[src/rtl/core_pkg.sv]
// Shared definitions for the segmented core: fetch state encoding and
// instruction-word constants used by the fetch stage and its pipeline register.
package core_pkg;

    typedef enum logic [1:0] {
        BOOT   = 2'd0,
        RUN    = 2'd1,
        HALTED = 2'd2
    } fetch_state_e;

    localparam logic [31:0] NOP_WORD  = 32'h0000_0000;
    localparam logic [31:0] HALT_WORD = 32'hFFFF_FFFF;
    localparam logic [31:0] PC_INC    = 32'd4;

endpackage

[src/rtl/if_id_reg.sv]
// IF/ID pipeline register. Flush (or reset) inserts a NOP bubble; hold freezes
// the current contents; otherwise a fetched word is captured as valid.
module if_id_reg
    import core_pkg::*;
#(
    parameter int               WIDTH      = 32,
    parameter logic [WIDTH-1:0] FLUSH_WORD = WIDTH'(NOP_WORD)
) (
    input  logic             clk_i,
    input  logic             rst_i,
    input  logic             hold_i,
    input  logic             flush_i,
    input  logic [WIDTH-1:0] instr_i,
    input  logic [WIDTH-1:0] pc4_i,
    output logic [WIDTH-1:0] instr_o,
    output logic [WIDTH-1:0] pc4_o,
    output logic             valid_o
);

    logic [WIDTH-1:0] instr_q;
    logic [WIDTH-1:0] pc4_q;
    logic             valid_q;

    // Flush outranks hold so a redirect during a stall still squashes.
    always_ff @(posedge clk_i) begin
        if (rst_i || flush_i) begin
            instr_q <= FLUSH_WORD;
            pc4_q   <= '0;
            valid_q <= 1'b0;
        end else if (!hold_i) begin
            instr_q <= instr_i;
            pc4_q   <= pc4_i;
            valid_q <= 1'b1;
        end
    end

    assign instr_o = instr_q;
    assign pc4_o   = pc4_q;
    assign valid_o = valid_q;

endmodule

[src/rtl/if_stage.sv]
// Instruction-fetch stage: PC, BOOT/RUN/HALTED fetch control and the IF/ID
// register. The instruction memory is read combinationally from the current PC.
module if_stage #(
    parameter int               WIDTH     = 32,
    parameter int               DEPTH     = 5,
    parameter logic [WIDTH-1:0] RESET_PC  = '0,
    parameter logic [WIDTH-1:0] HALT_WORD = WIDTH'(core_pkg::HALT_WORD),
    parameter logic [WIDTH-1:0] NOP_WORD  = WIDTH'(core_pkg::NOP_WORD)
) (
    input  logic             clk_i,
    input  logic             rst_i,
    input  logic             stall_i,
    input  logic             redirect_i,
    input  logic [WIDTH-1:0] redirect_pc_i,
    output logic             imem_rd_en_o,
    output logic [DEPTH-1:0] imem_addr_o,
    input  logic [WIDTH-1:0] imem_data_i,
    output logic [WIDTH-1:0] if_id_instr_o,
    output logic [WIDTH-1:0] if_id_pc4_o,
    output logic             if_id_valid_o,
    output logic             halted_o
);

    core_pkg::fetch_state_e state_q, state_d;
    logic [WIDTH-1:0]       pc_q, pc_d;
    logic [WIDTH-1:0]       pc_inc;
    logic                   hold, flush;

    assign pc_inc = pc_q + WIDTH'(core_pkg::PC_INC);

    always_comb begin
        state_d = state_q;
        pc_d    = pc_q;
        hold    = 1'b0;
        flush   = 1'b1;
        if (state_q != core_pkg::BOOT && redirect_i) begin
            pc_d    = redirect_pc_i & ~WIDTH'(3);
            state_d = core_pkg::RUN;
        end else begin
            case (state_q)
                core_pkg::BOOT: state_d = core_pkg::RUN;
                core_pkg::RUN: begin
                    if (stall_i) begin
                        hold  = 1'b1;
                        flush = 1'b0;
                    end else if (imem_data_i == HALT_WORD) begin
                        state_d = core_pkg::HALTED;
                    end else begin
                        flush = 1'b0;
                        pc_d  = pc_inc;
                    end
                end
                core_pkg::HALTED: state_d = core_pkg::HALTED;
                default: state_d = core_pkg::BOOT;
            endcase
        end
    end

    always_ff @(posedge clk_i) begin
        if (rst_i) begin
            pc_q    <= RESET_PC;
            state_q <= core_pkg::BOOT;
        end else begin
            pc_q    <= pc_d;
            state_q <= state_d;
        end
    end

    assign imem_rd_en_o = (state_q == core_pkg::RUN);
    assign halted_o     = (state_q == core_pkg::HALTED);
    assign imem_addr_o  = pc_q[DEPTH+1:2];

    if_id_reg #(
        .WIDTH      (WIDTH),
        .FLUSH_WORD (NOP_WORD)
    ) u_if_id (
        .clk_i   (clk_i),
        .rst_i   (rst_i),
        .hold_i  (hold),
        .flush_i (flush),
        .instr_i (imem_data_i),
        .pc4_i   (pc_inc),
        .instr_o (if_id_instr_o),
        .pc4_o   (if_id_pc4_o),
        .valid_o (if_id_valid_o)
    );

endmodule

[config.mk]
export PLATFORM = sky130hd
export DESIGN_NAME = if_stage
export DESIGN_NICKNAME = d
export VERILOG_FILES = /design/src/rtl/core_pkg.sv /design/src/rtl/if_id_reg.sv /design/src/rtl/if_stage.sv
export SDC_FILE = /design/constraint.sdc
export NUM_CORES = 1
export LEC_CHECK = 0
export CELL_PAD_IN_SITES_DETAIL_PLACEMENT = 1
export CELL_PAD_IN_SITES_GLOBAL_PLACEMENT = 1
export CORE_MARGIN = 1
export CORE_UTILIZATION = 30
export DETAILED_ROUTE_END_ITERATION = 8
export DONT_BUFFER_PORTS = 1
export PLACE_DENSITY_LB_ADDON = 0.1
export SLEW_MARGIN = 20
export SYNTH_ARGS = -nofsm -noshare
export SYNTH_HDL_FRONTEND = slang
export SYNTH_SLANG_ARGS = --single-unit
[constraint.sdc]
create_clock -name clk_i -period 4.1 [get_ports clk_i]
set_input_delay 0.82 -clock clk_i [delete_from_list [all_inputs] [get_ports clk_i]]
set_output_delay 0.82 -clock clk_i [all_outputs]
set_load 0.02 [all_outputs]
* Word-level counts from Yosys, hierarchy flattened
Cells that the tools add are included.
Operators by class: add/sub/neg operators 1, $mul 0, div/mod/pow operators 0, magnitude comparators 0, equal/unequal tests 9, shifts and indexed selects 0, mux-type cells 15, bitwise gates (word level) 2, reductions and logical operators 10
Operators with widths (number):
- $mux 32 | 4
- $add 32x3->32 const B | 1
- $eq 32x32->1 const B | 1
- $mux 1 | 8
- $pmux 2 s3 | 1
- $reduce_and 3->1 | 2
- $mux 2 | 2
- $ne 2x1->1 const B | 2
- $ne 2x2->1 const B | 2
- $reduce_and 2->1 | 2
- $reduce_bool 2->1 | 2
- $ne 3x1->1 const B | 1
- $ne 3x2->1 const B | 1
- $eq 2x1->1 const B | 1
- $eq 2x2->1 const B | 1
- $logic_not 2->1 | 1
- $not 1->1 | 2
- $reduce_or 2->1 | 1
- $logic_and 1x1->1 | 1
- $logic_or 1x1->1 | 1
Storage, ports and cells: register bits 99, latch bits 0, RAM bits 0, ROM bits 0, bits of input ports 68, output and inout port bits 72, word-level logic and storage cells 44, memories 0

* Logic depth before layout (Yosys ltp)
Gate-level depths: netlist (run 1).
depth after elaboration 6, gate-level depth with buffers 8, depth with buffers taken out 7

* Hierarchy
A second synthesis (run 1) with hierarchy kept.
Unflattened totals: cells, all modules 532, area total of the unflattened synthesis 4803.4 sq um
By module, submodules not included:
- if_stage | instances 1, cells an instance 322, area an instance 2497.4 sq um
- if_id_reg | instances 1, cells an instance 210, area an instance 2306.0 sq um

* Worst setup path after synthesis (run 1)
OpenSTA, ideal clock, no wires.
path kind input port to flip-flop, start input imem_data_i[25], end register u_if_id.pc4_q[22], in the netlist u_if_id.pc4_o[22], library setup time 0.137 ns, arrival time 2.614 ns, path slack 1.349 ns, stages on the path 6, path buffers 2, cells stage by stage nand4_1 > or4_1 > clkbuf_1 > o311ai_1 > clkbuf_1 > a211oi_1
Between the ends: longest elaborated chain between the ends 6
Ends and longest elaborated chain:
- start: declaration | line if_stage.sv:17 | input logic [WIDTH-1:0] imem_data_i,
- $eq 32x32->1 | line if_stage.sv:46 | end else if (imem_data_i == HALT_WORD) begin
- $mux 1 | line if_stage.sv:46
- $mux 1 | line if_stage.sv:43 | if (stall_i) begin
- $mux 1 | line if_stage.sv:40 | case (state_q)
- $mux 1 | line if_stage.sv:36 | if (state_q != core_pkg::BOOT && redirect_i) begin
- $logic_or 1x1->1 | line if_id_reg.sv:26 | if (rst_i || flush_i) begin
- end signal: assignment | line if_id_reg.sv:32 | pc4_q <= pc4_i;
- end: declaration | line if_id_reg.sv:21 | logic [WIDTH-1:0] pc4_q;
Every way passes these cells. A chain may end at the register's enable or synchronous reset.

* Worst setup path after layout (run 1)
start register pc_q[6], end register pc_q[23]
Between the ends: longest elaborated chain between the ends 5
Ends and longest elaborated chain:
- start: declaration | line if_stage.sv:25 | logic [WIDTH-1:0] pc_q, pc_d;
- start signal: assignment | line if_stage.sv:64 | pc_q <= pc_d;
- $add 32x3->32 | line if_stage.sv:29 | assign pc_inc = pc_q + WIDTH'(core_pkg::PC_INC);
- $mux 32 | line if_stage.sv:46
- $mux 32 | line if_stage.sv:43
- $mux 32 | line if_stage.sv:40
- $mux 32 | line if_stage.sv:36
Every way passes these cells. The select of a mux whose other input is x is not followed.

==> flow_summary_export.csv, run 1 <==
group,metric,value,unit
run_status,outcome,"complete, but fails checks",
run_status,violations,"design-rule violations",
sta,fmax,343,MHz
min_path,hold_class,"flip-flop to flip-flop",
synth,yosysSeqAreaShare,42.0,%
route,ant_nets,0,
power,switching_share,40.0,%
critical_path,start_kind,"flip-flop",
die,fp-row-count,44,
min_path,hold_start,"state_q[1]$_SDFFE_PP0P_",
job,maxCapViolCount,0,
critical_path,worstReg2RegStart,"pc_q[6]$_SDFFE_PP0P_",
place,port-buffer-count,0,
sta,period_share,71.2,%
power,pwr-share-comb,26.8,%
sta,period_minus_slack,2.92,ns
die,coreArea,14600,µm²
critical_path,worstPathRequired,4.34,ns
synth,synth_edf_count,0,
finish,multi_input_area,2440,µm²
cts,numCtsBuffers,9,
die,die_w,125,µm
cts,cts_max_path_buffers,2,
cts,cts_tree,"built",
die,initial_core_util,30.9,%
cts,htreeDepth,3,
route,vias,3836,
cts,clock_latency,0.34,ns
route,wire_per_inst,19.0,µm
sta,rsz0062_at_grt,"no",
global_routing,grt_pass1_vias,3926,
route,top_layer,"met4",
cts,cts_resized,0,
sta,slew_headroom,40.3,%
route,drt-pass1-iter-count,6,
sta,hold_slack,0.522,ns
route,met3WireLength,1010,µm
global_routing,track_usage,17.5,%
place,dp_hpwl,9590,µm
die,fp.dieH,125,µm
power,p_int,1.84,mW
power,peakVddDrop,277,µV
route,wl,13500,µm
global_routing,grt_first_pass_wirelength,21300,µm
global_routing,grt_overflow,0,
synth,syn_inst,549,
sta,setup_violations,0,
power,power_frac_seq,47.2,%
cts,root_buffer,"clkbuf_16",
synth,synth-async-reset-ratio,0,%
cts,cts.sinks,95,
synth,yosys-top-cells-count,"95 x dfxtp_1, 81 x nand2_1, 63 x nor2_1",
synth,synth.area.top_cells,"dfxtp_1 42%, a211oi_1 9.5%, nand2_1 6.7%",
synth,synth_seq_cells,95,
critical_path,critPathLaunch,"pc_q[6]$_SDFFE_PP0P_",
critical_path,path_max_fanout,7,
sta,fin_skew,0.00621,ns
route,viasPerCell,5.42,
power,clkPwrFrac,26.1,%
sta,tightest_slew,0.883,ns
sta,hold_viol,0,
global_routing,grt_max_degree,69,
route,drtIter0Drc,150,
synth,avgSynthCellArea,8.24,µm²
die,dieArea,15600,µm²
critical_path,cp-end-kind,"flip-flop",
route,dr_wl_met2,6200,µm
sta,tns,0,ns
synth,synth.top_cell.area_share,42.0,%
route,met1_length,6050,µm
synth,yosysMostFrequentCell,"dfxtp_1",
global_routing,antenna_found_initial,0,
cts,clkSlewWorstSetupHoldPaths,0.06,ns
power,p_leak,1.66,nW
synth,yosysUniqueCellTypes,48,
finish,syn2layout_area_growth,9.21,%
synth,ys_dominant_reg_cell,"dfxtp_1",
finish,antenna_cells,0,
synth,ys_warn_count,0,
sta,slew_violations,0,
finish,layout-drive-gt1-share,6.30,%
critical_path,worstPathArrival,3.16,ns
finish,num-fill-cells,1731,
route,drc,30,
finish,regArea,1900,µm²
die,io-pin-count,140,
synth,synth_top_area_cell,"dfxtp_1",
cts,hold_buffers,0,
finish,fin_nets,591,
critical_path,path_class,"flip-flop to flip-flop",
power,switchingPower,1.23,mW
place,finalWeightedCongestion,0.728,
cts,post-cts-setup-buffers,0,
synth,syn_area,4530,µm²
power,powerDensity,621,nW/µm²
## cells in the final DEF, fill, tap and decap left out, types with 3 or more instances in the layout
master	instances
nand3_1	13
ha_1	4
nor3_1	6
o211ai_1	3
o221ai_1	3
xnor2_1	28
and3_1	8
mux2i_1	3
nand3b_1	7
nand4_1	16
a211oi_1	57
a21oi_1	36
clkbuf_16	9
o31ai_1	3
and4_1	5
buf_4	8
clkbuf_1	3
xor2_1	16
a311oi_1	6
or3_1	4
dfxtp_1	95
nor2_1	63
nand2_1	81
o21ai_0	6
or4_1	4
## worst max-delay path: stages (launching register included)
cell	delay, ns
dfxtp_1	0.62
nand4_1	0.27
or4b_1	0.71
or4_4	0.59
or3_1	0.32
a311oi_1	0.30
## routing by layer
layer / GRT usage, % / vias to the layer above
li1: - / 1890
met1: 22.0 / 1816
met2: 28.5 / 115
met3: 4.68 / 15
met4: 6.60 / 0
met5: 0 / -
## state kept, by name, summed over array words and instances (netlist names)
name and count:
u_if_id.valid_o 1, pc_q 30, u_if_id.pc4_o 30, state_q 2, u_if_id.instr_o 32
## power by group through the flow
stage                     logic [mW]  clock network (mW)  registers (mW)
final                          0.822               0.800            1.45
after CTS                      0.847               0.838            1.45
after global routing           0.934               0.864            1.48
after global placement         0.817                   0            1.46
after floorplan                0.705                   0            1.37
after detailed placement       0.842                   0            1.47
## kinds of logic after synthesis
family / share of synthesized area, %
buf+inv: 5.06
mux: 0.664
compound gates: 18.5
flops: 42.0
simple gates: 24.1
other cells: 0.0829
xor+xnor: 8.52
fa+ha+maj: 1.11
## worst paths after layout
| check | to | slack [ns] | cells after the start |
|---|---|---|---|
| hold reg to reg | state_q[1]$_SDFFE_PP0P_ | 0.52 | 2 |
| hold / removal | state_q[1]$_SDFFE_PP0P_ | 0.52 | 2 |
| setup reg to reg | pc_q[23]$_SDFFE_PP0P_ | 1.18 | 5 |
| setup / recovery | pc_q[23]$_SDFFE_PP0P_ | 1.18 | 5 |
## area by class of cell
cell class	instances	share of cell area (%)
clock buffers	14	5.34
well taps	184	4.66
clock inverters	2	0.304
inverters	2	0.152
multi-input cells	402	49.4
flip-flops and latches	95	38.5
repair buffers	9	1.62
## per-stage QoR
step                util [%]  cells  power, mW  instance area, µm²  setup slack [ns]
finish                  33.7    708       3.07                4940              1.18
global route            33.7    708       3.27                4940             0.982
CTS                     33.7    708       3.14                4940              1.15
detailed placement      31.8    692       2.31                4660              1.17
global placement        31.8    692       2.28                4660              1.26
floorplan                  -    550       2.07                4530              1.35
Note: power is estimated with default switching activity, not from simulation.
==> inputs of run 2 (changes only) <==
- clock period: 4.1 -> 2.49 ns (I/O delays scaled with it)
==> flow_summary_export.csv, run 2 (synthesis results as in run 1) <==
group,metric,value,unit
global_routing,grt_max_degree,61,
critical_path,reg2reg_depth,5,
sta,hold_viol,0,
finish,syn2layout_area_growth,15.8,%
min_path,hold_class,"input pin to flip-flop",
cts,hold_buffers,0,
critical_path,path_class,"flip-flop to flip-flop",
cts,cts_tree,"built",
place,pre_cts_ws,0.0795,ns
sta,tightest_slew,0.957,ns
place,finalWeightedCongestion,0.757,
sta,tns,0,ns
finish,layout-drive-gt1-share,12.2,%
die,die_w,125,µm
sta,hold_slack,0.225,ns
run_status,violations,"design-rule violations",
cts,root_buffer,"clkbuf_16",
sta,slew_violations,0,
power,p_leak,1.86,nW
finish,final_common_cell,"dfxtp_1",
route,vias,3932,
route,drc,30,
power,peakVddDrop,500,µV
critical_path,rr_endpoint,"pc_q[23]$_SDFFE_PP0P_",
power,powerDensity,1030,nW/µm²
critical_path,start_kind,"flip-flop",
die,io-pin-count,140,
route,wire_per_inst,18.7,µm
cts,clkSlewWorstSetupHoldPaths,0.07,ns
job,maxCapViolCount,0,
global_routing,grt_first_pass_wirelength,21900,µm
global_routing,grt_overflow,0,
die,fp.dieH,125,µm
run_status,outcome,"complete, but fails checks",
route,viasPerCell,5.31,
cts,clock_latency,0.35,ns
die,coreArea,14600,µm²
critical_path,cp-end-kind,"flip-flop",
cts,cts_resized,0,
die,fp-row-count,44,
min_path,whs_path_depth,1,
sta,period_minus_slack,2.33,ns
critical_path,path_max_fanout,4,
critical_path,worstPathRequired,2.75,ns
place,dp_hpwl,10000,µm
route,drtIter0Drc,181,
sta,slew_headroom,36.2,%
cts,cts_max_path_buffers,2,
cts,htreeDepth,3,
place,port-buffer-count,0,
sta,rsz0062_at_grt,"no",
finish,fin_nets,623,
cts,post-cts-setup-buffers,0,
sta,finalWorstSetupSlack,0.162,ns
finish,largest_reg_flops,32,
route,drt-pass1-iter-count,6,
cts,numCtsBuffers,9,
sta,fin_skew,0.00480,ns
finish,antenna_cells,0,
die,dieArea,15600,µm²
min_path,min_to,"pc_q[25]$_SDFFE_PP0P_",
critical_path,worstPathArrival,2.59,ns
die,initial_core_util,30.9,%
sta,setup_violations,0,
critical_path,critPathLaunch,"pc_q[5]$_SDFFE_PP0P_",
global_routing,track_usage,18.1,%
sta,period_share,93.5,%
route,ant_nets,0,
critical_path,reg2reg_slack,0.16,ns
global_routing,grt_pass1_vias,4049,
finish,final_cell_mix,"95 x dfxtp_1, 81 x nand2_1, 63 x nor2_1, 57 x a211oi_1, 38 x buf_4",
cts,cts.sinks,95,
sta,fmax,430,MHz
min_path,hold_start,"rst_i",
critical_path,worstReg2RegStart,"pc_q[5]$_SDFFE_PP0P_",
finish,fin_util,35.8,%
route,wl,13800,µm
global_routing,antenna_found_initial,0,
## run 2: critical path, stage by stage, from the launching register on
cell      delay (ns)
dfxtp_1         0.34
and4_4          0.25
or4b_4          0.52
or4_4           0.55
or3_1           0.32
a311oi_1        0.26
## run 2: power breakdown
part	total (mW)	internal (mW)	switching (mW)
sequential	2.24	1.82	0.417
clock	1.45	0.858	0.587
combinational	1.71	0.653	1.05
total	5.39	3.34	2.06
## run 2: metal layers
layer | global-route usage (%) | up-vias | wire length (µm)
met2 | 29.7 | 104 | 6430
li1 | - | 1955 | -
met4 | 7.32 | 0 | 211
met5 | 0 | - | 0
met1 | 22.6 | 1862 | 6210
met3 | 4.85 | 11 | 966
## run 2: cell type report
type	instances	area, µm²
Tap cell	184	230
Timing Repair Buffer	41	345
Clock buffer	13	270
Clock inverter	3	40.0
Multi-Input combinational cell	402	2450
Sequential cell	95	1900
Inverter	2	7.51
Fill cell	1737	9400
## run 2: worst max-delay path by stage
stage / to / slack (ns) / cells past startpoint
floorplan: u_if_id.pc4_o[22]$_SDFFE_PP0N_ / 0.06 / 6
global placement: pc_q[23]$_SDFFE_PP0P_ / 0.12 / 5
detailed placement: pc_q[23]$_SDFFE_PP0P_ / 0.08 / 5
CTS: pc_q[23]$_SDFFE_PP0P_ / 0.08 / 5
global route: pc_q[23]$_SDFFE_PP0P_ / 0.04 / 5
finish: pc_q[23]$_SDFFE_PP0P_ / 0.16 / 5
## run 2: metrics by stage
step | power [mW] | std cells | cell area (µm²)
after floorplan | 3.41 | 550 | 4530
after global placement | 3.96 | 724 | 4930
after detailed placement | 4.00 | 724 | 4930
after CTS | 5.48 | 740 | 5240
after global routing | 5.75 | 740 | 5240
final | 5.39 | 740 | 5240
==> inputs of run 3 (changes only) <==
- CORE_UTILIZATION: 30 -> 41
==> flow_summary_export.csv, run 3 (synthesis results as in run 1) <==
group,metric,value,unit
sta,fin_skew,0.0108,ns
finish,num-fill-cells,1258,
finish,final_common_cell,"dfxtp_1",
place,finalWeightedCongestion,0.832,
cts,clkSlewWorstSetupHoldPaths,0.09,ns
route,vias,3961,
finish,fin_util,47.4,%
power,p_leak,1.75,nW
finish,antenna_cells,0,
min_path,hold_class,"input pin to flip-flop",
global_routing,grt-busiest-layer,"met2",
cts,clock_latency,0.36,ns
sta,slew_headroom,40.9,%
sta,period_minus_slack,2.33,ns
finish,syn2layout_area_growth,10.0,%
die,io-pin-count,140,
critical_path,start_kind,"flip-flop",
job,maxCapViolCount,0,
die,fp.dieH,107,µm
place,port-buffer-count,0,
global_routing,grt_max_degree,44,
global_routing,grtUsageMet1,28.7,%
global_routing,grt_overflow,0,
global_routing,antenna_found_initial,0,
die,coreArea,10500,µm²
critical_path,path_max_fanout,4,
global_routing,grt_pass1_vias,4124,
finish,largest_reg_flops,32,
sta,tns,0,ns
sta,hold_slack,0.197,ns
cts,root_buffer,"clkbuf_8",
global_routing,grt_first_pass_wirelength,20600,µm
route,drt-pass1-iter-count,4,
die,initial_core_util,43.1,%
route,wire_per_inst,18.7,µm
global_routing,track_usage,23.1,%
finish,final_cell_mix,"95 x dfxtp_1, 81 x nand2_1, 63 x nor2_1, 57 x a211oi_1, 36 x a21oi_1",
finish,regArea,1900,µm²
sta,setup_violations,0,
critical_path,cp-end-kind,"flip-flop",
power,powerDensity,966,nW/µm²
cts,cts_tree,"built",
cts,htreeDepth,3,
cts,cts.sinks,95,
die,die_w,107,µm
global_routing,grt_use_met2,39.0,%
place,pre_cts_ws,0.120,ns
critical_path,path_class,"flip-flop to flip-flop",
sta,fmax,430,MHz
route,wl,12800,µm
critical_path,worstPathRequired,2.77,ns
die,dieArea,11500,µm²
cts,cts_max_path_buffers,2,
cts,numCtsBuffers,9,
sta,rsz0062_at_grt,"no",
critical_path,reg2reg_slack,0.16,ns
place,dp_hpwl,9380,µm
finish,layout-drive-gt1-share,11.3,%
finish,fin_area,4980,µm²
route,drtIter0Drc,194,
die,fp-row-count,37,
route,drc,0,
run_status,outcome,"completed",
critical_path,worstPathArrival,2.60,ns
global_routing,use_met3,5.35,%
sta,hold_viol,0,
sta,tightest_slew,0.887,ns
route,viasPerCell,5.78,
sta,finalWorstSetupSlack,0.163,ns
place,postPlaceCellArea,4810,µm²
route,ant_nets,0,
finish,fin_nets,617,
sta,period_share,93.4,%
finish,multi_input_area,2450,µm²
power,peakVddDrop,327,µV
sta,slew_violations,0,
cts,hold_buffers,0,
run 3: cell count changes in the layout (fill, tap and decap cells not counted):
cell	change
buf_4	-5
and3_1	-1
clkinvlp_4	+1
buf_12	-1
clkinv_2	+1
bufinv_16	-1
clkbuf_8	+7
and3_2	+1
clkbuf_16	-9
run 3: final cells by class:
| class | instances | share of cell area (%) |
|---|---|---|
| flip-flops and latches | 95 | 38.2 |
| inverters | 2 | 0.151 |
| repair buffers | 35 | 5.78 |
| clock buffers | 11 | 2.84 |
| well taps | 136 | 3.42 |
| clock inverters | 4 | 0.452 |
| multi-input cells | 402 | 49.2 |
run 3: through the flow:
step / total power [mW] / std cells
after floorplan: 3.41 / 550
after global placement: 3.86 / 670
after detailed placement: 3.94 / 670
after CTS: 4.87 / 685
after global routing: 5.15 / 685
final: 4.81 / 685
run 3: path summary, 6_finish.rpt:
path                                start                       to  cells after the start
setup reg to reg     pc_q[5]$_SDFFE_PP0P_    pc_q[23]$_SDFFE_PP0P_                      5
hold reg to reg   state_q[1]$_SDFFE_PP0P_  state_q[1]$_SDFFE_PP0P_                      2
hold / removal                      rst_i    pc_q[18]$_SDFFE_PP0P_                      1
setup / recovery     pc_q[5]$_SDFFE_PP0P_    pc_q[23]$_SDFFE_PP0P_                      5
run 3: layer usage:
| layer | vias up | share of wire (%) |
|---|---|---|
| li1 | 1941 | - |
| met1 | 1902 | 45 |
| met2 | 107 | 47 |
| met3 | 11 | 6.6 |
| met4 | 0 | 1.3 |
| met5 | - | 0 |
run 3: what timing repair did:
action	in CTS	in global routing
setup buffers	0	0
endpoints found under the setup margin	0	1
gates resized for setup	0	1
run 3: where the power goes:
| part | internal [mW] | switching, mW |
|---|---|---|
| Sequential | 1.82 | 0.421 |
| Clock | 0.381 | 0.537 |
| Combinational | 0.613 | 1.04 |
| Total | 2.82 | 1.99 |
run 3: critical path: stages, from the launching register on:
cell      delay [ns]
dfxtp_1         0.35
and4_4          0.25
or4b_4          0.51
or4_4           0.55
or3_1           0.32
a311oi_1        0.26
